===== config.mk =====
export PLATFORM = sky130hd
export DESIGN_NAME = uart_rx_fifo
export DESIGN_NICKNAME = d
export VERILOG_FILES = /design/src/rtl/uart_rx_fifo.sv
export SDC_FILE = /design/constraint.sdc
export NUM_CORES = 1
export LEC_CHECK = 0
export BUFFER_PORTS_ARGS = -buffer_cell sky130_fd_sc_hd__buf_2
export CORE_UTILIZATION = 30
export DETAILED_ROUTE_END_ITERATION = 8
export PLACE_DENSITY = 0.52
export SLEW_MARGIN = 10
export SYNTH_ARGS = -nofsm -noshare
export SYNTH_HDL_FRONTEND = slang
export SYNTH_SLANG_ARGS = --single-unit

===== constraint.sdc =====
create_clock -name baud -period 3 [get_ports baud]
set_clock_uncertainty 0.1 [all_clocks]
set_input_delay 0.3 -clock baud [delete_from_list [all_inputs] [get_ports baud]]
set_output_delay 0.3 -clock baud [all_outputs]
set_load 0.05 [all_outputs]

===== src/rtl/uart_rx_fifo.sv =====
// Receive-side character FIFO for the UART, with edge-detected push/error strobes.
// Latency: a push is visible in count one cycle later; pop data/valid are registered one cycle after rd_en.
// Backpressure: none toward the receiver; a push into a full FIFO without a same-cycle pop is dropped and flagged in overflow.
`ifndef NUM_DATA_BITS
`define NUM_DATA_BITS 8
`endif

module uart_rx_fifo #(
    parameter int DATA_BITS = `NUM_DATA_BITS,
    parameter int DEPTH     = 16
) (
    input  logic                   baud,
    input  logic                   rst,
    input  logic [DATA_BITS-1:0]   rx_data,
    input  logic                   rx_done,
    input  logic                   rx_error,
    input  logic                   flush,
    input  logic                   rd_en,
    output logic [DATA_BITS-1:0]   rd_data,
    output logic                   rd_valid,
    output logic                   empty,
    output logic                   full,
    output logic [$clog2(DEPTH):0] count,
    output logic                   overflow,
    output logic [7:0]             err_count
);

    localparam int AW = $clog2(DEPTH);
    localparam int CW = AW + 1;

    logic [DATA_BITS-1:0] mem [DEPTH];
    logic [AW-1:0]        wr_ptr;
    logic [AW-1:0]        rd_ptr;
    logic                 done_q;
    logic                 err_q;

    logic push_ev;
    logic err_ev;
    logic pop;
    logic wr_ok;
    logic drop;

    assign empty = (count == '0);
    assign full  = (count == CW'(DEPTH));

    // A pop frees the slot the push lands in, so a full FIFO can still accept a push alongside a pop.
    always_comb begin
        push_ev = rx_done & ~done_q;
        err_ev  = rx_error & ~err_q;
        pop     = rd_en & ~empty;
        wr_ok   = push_ev & (~full | pop);
        drop    = push_ev & full & ~pop;
    end

    always_ff @(posedge baud) begin
        if (rst) begin
            wr_ptr    <= '0;
            rd_ptr    <= '0;
            count     <= '0;
            rd_data   <= '0;
            rd_valid  <= 1'b0;
            overflow  <= 1'b0;
            err_count <= 8'd0;
            done_q    <= 1'b0;
            err_q     <= 1'b0;
        end else begin
            done_q <= rx_done;
            err_q  <= rx_error;
            if (err_ev && err_count != 8'hFF) begin
                err_count <= err_count + 8'd1;
            end
            if (flush) begin
                wr_ptr   <= '0;
                rd_ptr   <= '0;
                count    <= '0;
                rd_valid <= 1'b0;
            end else begin
                rd_valid <= pop;
                if (pop) begin
                    rd_data <= mem[rd_ptr];
                    rd_ptr  <= rd_ptr + AW'(1);
                end
                if (wr_ok) begin
                    wr_ptr <= wr_ptr + AW'(1);
                end
                if (drop) begin
                    overflow <= 1'b1;
                end
                case ({wr_ok, pop})
                    2'b10:   count <= count + CW'(1);
                    2'b01:   count <= count - CW'(1);
                    default: ;
                endcase
            end
        end
    end

    // Storage is left unreset; only pointers and count define what is valid.
    always_ff @(posedge baud) begin
        if (wr_ok && !flush && !rst) begin
            mem[wr_ptr] <= rx_data;
        end
    end

endmodule


==> impl_metrics.prom <==
# TYPE chip_impl_metric gauge
chip_impl_metric{name="tritoncts.num_buffers",unit=""} 17
chip_impl_info{name="r2r_startpoint",value="count[0]"} 1
chip_impl_metric{name="p_per_area",unit="nW/um^2"} 606
chip_impl_info{name="synthTopCellsByArea",value="sky130_fd_sc_hd__edfxtp_1 59%, sky130_fd_sc_hd__mux4_2 11%, sky130_fd_sc_hd__dfxtp_1 10%, sky130_fd_sc_hd__nor2_1 2.4%, sky130_fd_sc_hd__mux2i_1 2.1%"} 1
chip_impl_metric{name="cell_area_after_layout",unit="um^2"} 7740
chip_impl_info{name="critical-path-slowest-cell",value="sky130_fd_sc_hd__or4_4"} 1
chip_impl_metric{name="initial_core_utilization",unit=""} 0.308
chip_impl_info{name="holdPathEnd",value="done_q"} 1
chip_impl_info{name="root_buffer",value="sky130_fd_sc_hd__clkbuf_16"} 1
chip_impl_metric{name="finalCritPeriodShare",unit=""} 0.886
chip_impl_metric{name="post_cts_resize_count",unit=""} 0
chip_impl_metric{name="max_cap_viol_count",unit=""} 0
chip_impl_metric{name="die_height",unit="um"} 150
chip_impl_metric{name="netlist_area_before_placement",unit="um^2"} 6540
chip_impl_metric{name="boundaryPins",unit=""} 39
chip_impl_metric{name="async_flop_share",unit=""} 0
chip_impl_metric{name="fin_worst_hold_slack",unit="ps"} 29.3
chip_impl_metric{name="final_max_slew_viol_count",unit=""} 0
chip_impl_info{name="path_class",value="reg2reg"} 1
chip_impl_metric{name="first_pass_grt_wire_length",unit="mm"} 21.9
chip_impl_metric{name="post_synth_inst_count",unit=""} 405
chip_impl_metric{name="synth.ff_latch_count",unit=""} 161
chip_impl_metric{name="slowest_delay",unit="ps"} 660
chip_impl_metric{name="pin_count_of_the_biggest_net_entering_global_routing",unit=""} 25
chip_impl_info{name="rsz0062_at_grt",value="false"} 1
chip_impl_metric{name="globalRouteTotalUtil",unit=""} 0.136
chip_impl_metric{name="fill_cells",unit=""} 2020
chip_impl_metric{name="hpwl",unit="mm"} 8.94
chip_impl_info{name="outcome",value="finished, final reports clean"} 1
chip_impl_metric{name="first_global_vias",unit=""} 3817
chip_impl_metric{name="path_clk_slew",unit="ps"} 60
chip_impl_metric{name="synth.avg_cell_area",unit="um^2"} 16.1
chip_impl_metric{name="initial_antenna_violation_count",unit=""} 0
chip_impl_metric{name="cts_max_path_buffers",unit=""} 2
chip_impl_metric{name="maxSlewHeadroom",unit=""} 0.627
chip_impl_metric{name="grt_remaining_overflow",unit=""} 0
chip_impl_metric{name="layout-drive-gt1-share",unit=""} 0.284
chip_impl_metric{name="setup_viol_count_final",unit=""} 0
chip_impl_metric{name="report.power.total",unit="mW"} 4.69
chip_impl_metric{name="drt_iter0_drc",unit=""} 268
chip_impl_metric{name="synth.distinct_cells",unit=""} 46
chip_impl_metric{name="placed_cell_area",unit="um^2"} 7160
chip_impl_metric{name="drt.antenna.violating_nets",unit=""} 0
chip_impl_info{name="crit_chain",value="or4_4, o211ai_1, o21ai_0, ha_1, nor2b_1, nand3_1, a221o_1, o211a_1"} 1
chip_impl_info{name="synth_top_cells_by_count",value="128 x sky130_fd_sc_hd__edfxtp_1, 42 x sky130_fd_sc_hd__nor2_1, 33 x sky130_fd_sc_hd__dfxtp_1"} 1
chip_impl_metric{name="post-place-ws",unit="ps"} 420
chip_impl_metric{name="min_path_cells",unit=""} 2
chip_impl_metric{name="rr_worst_depth",unit=""} 8
chip_impl_metric{name="synth-seq-area-share",unit=""} 0.689
chip_impl_metric{name="cts_setup_buffers",unit=""} 0
chip_impl_metric{name="die-area",unit="um^2"} 22400
chip_impl_metric{name="syn2layout_area_growth",unit="%"} 18.4
chip_impl_info{name="synth_ff_type",value="sky130_fd_sc_hd__edfxtp_1"} 1
chip_impl_info{name="cts_tree",value="built"} 1
chip_impl_info{name="critical_path.endpoint_type",value="flip-flop"} 1
chip_impl_metric{name="numClockSinks",unit=""} 161
chip_impl_metric{name="wire_per_inst",unit="um"} 18.5
chip_impl_metric{name="totalNegativeSetupSlack",unit="ps"} 0
chip_impl_metric{name="dieWidth",unit="um"} 150
chip_impl_metric{name="period_minus_slack",unit="ps"} 2660
chip_impl_metric{name="hold_viol_final",unit=""} 0
chip_impl_metric{name="std_cell_rows",unit=""} 53
chip_impl_metric{name="synth-warning-count",unit=""} 0
chip_impl_metric{name="vias_per_cell",unit=""} 4.84
chip_impl_metric{name="firstDrtPassIters",unit=""} 4
chip_impl_metric{name="crit_fanout",unit=""} 10
chip_impl_metric{name="rrSetupSlack",unit="ps"} 340
chip_impl_info{name="worstHoldPathType",value="in2reg"} 1
chip_impl_info{name="cpLargestDelayFamily",value="simple AND/OR/NAND/NOR gates"} 1
chip_impl_metric{name="numPortBuffers",unit=""} 38
chip_impl_info{name="worstHoldStart",value="rx_done"} 1
chip_impl_info{name="synth.most_common_cell",value="sky130_fd_sc_hd__edfxtp_1"} 1
chip_impl_metric{name="worst_slew_pin_slew",unit="ps"} 559
chip_impl_metric{name="fmax",unit="GHz"} 0.376
chip_impl_metric{name="gp_congestion",unit=""} 0.802
chip_impl_metric{name="via_total_after_detailed_routing",unit=""} 3646
chip_impl_info{name="synth.largest_area_cell",value="sky130_fd_sc_hd__edfxtp_1"} 1
chip_impl_metric{name="clock_latency_late_sink",unit="ps"} 420
chip_impl_info{name="timing.critical_path.from_type",value="flip-flop"} 1
chip_impl_metric{name="antennaDiodeCount",unit=""} 0
chip_impl_metric{name="num-nets-final",unit=""} 487
chip_impl_metric{name="max-vdd-ir-drop",unit="uV"} 278
chip_impl_metric{name="cts.hold.buffers_added",unit=""} 1
chip_impl_info{name="reg2reg_to",value="count[4]"} 1
chip_impl_metric{name="core_region_area",unit="um^2"} 21200
chip_impl_metric{name="data_required_critical_path",unit="ps"} 3210
chip_impl_metric{name="drt_wl_total",unit="mm"} 13.9
chip_impl_metric{name="netlist.area_leader.share",unit=""} 0.588
chip_impl_metric{name="setup_ws",unit="ps"} 341
chip_impl_metric{name="synth_enable_flop_cells",unit=""} 128
chip_impl_metric{name="data_arrival_time_of_the_worst_path",unit="ps"} 2870
chip_impl_metric{name="power.static_leakage",unit="nW"} 2.64
chip_impl_metric{name="cts_max_level",unit=""} 4
chip_impl_metric{name="worstPathBufferInverterCount",unit=""} 0
chip_impl_metric{name="syn-num-nets",unit=""} 426
chip_impl_metric{name="drc",unit=""} 0
[metrics by stage]
step	instances	utilization
global route	754	0.365
floorplan	405	-
finish	754	0.365
CTS	754	0.365
detailed placement	721	0.337
global placement	721	0.337
[routing by layer]
layer / track usage / share of wire
met1: 0.167 / 0.44
met2: 0.234 / 0.52
met3: 0.0299 / 0.030
met4: 0.0459 / 0.011
met5: 0 / 0
[state kept, by name (all words and copies together) (netlist names), 4 cells and up]
register and count:
count 5, err_count 8, mem 128, rd_data 8
rd_ptr 4, wr_ptr 4
[power by group]
group | leakage (nW) | internal [mW] | switching [mW]
Clock | 0.273 | 1.17 | 0.918
Combinational | 0.947 | 0.0495 | 0.122
Sequential | 1.42 | 2.42 | 0.0114
Total | 2.64 | 3.63 | 1.05
[cell families after synthesis]
kind of cell / after synthesis / share of synthesized area
compound gates: 52 / 0.0576
xor+xnor: 6 / 0.00804
fa+ha+maj: 7 / 0.0134
buf+inv: 25 / 0.0182
flops: 161 / 0.689
mux: 48 / 0.136
simple gates: 106 / 0.0781
[cell type report]
cell class | count | area (um^2) | area share
flip-flops and latches | 161 | 4510 | 0.582
repair buffers | 62 | 385 | 0.0498
clock buffers | 18 | 429 | 0.0555
clock inverters | 14 | 141 | 0.0183
well taps | 275 | 344 | 0.0445
multi-input cells | 219 | 1910 | 0.247
inverters | 5 | 18.8 | 0.00243
[worst max path at each step]
stage | to | cells after the start | startpoint | slack (ps)
after floorplan | count[4] | 10 | count[1] | 150
after global placement | count[4] | 8 | count[0] | 510
after detailed placement | count[4] | 8 | count[1] | 420
after CTS | count[4] | 8 | count[0] | 400
after global routing | count[4] | 8 | count[1] | 150
final | count[4] | 8 | count[0] | 340
[placed cells by master, fill, tap and decap left out, drive strengths merged, types with 2 or more instances in the layout]
cell and n:
o21ai 7, inv 13, ha 7, clkbuf 18, nor2b 5, clkinv 2
a22oi 3, nand2b 10, or3b 2, or3 6, a21o 2, nor2 42
and2 2, a211o 9, o2111ai 3, nand2 18, clkinvlp 3, or4 3
nand4 4, o211a 2, nand3 7, dfxtp 33, o31ai 2, nor3 5
o211ai 4, xor2 5, edfxtp 128, mux2 2, mux2i 14, buf 61
a21oi 15, mux4 32
Power figures use the tool's default switching activity.
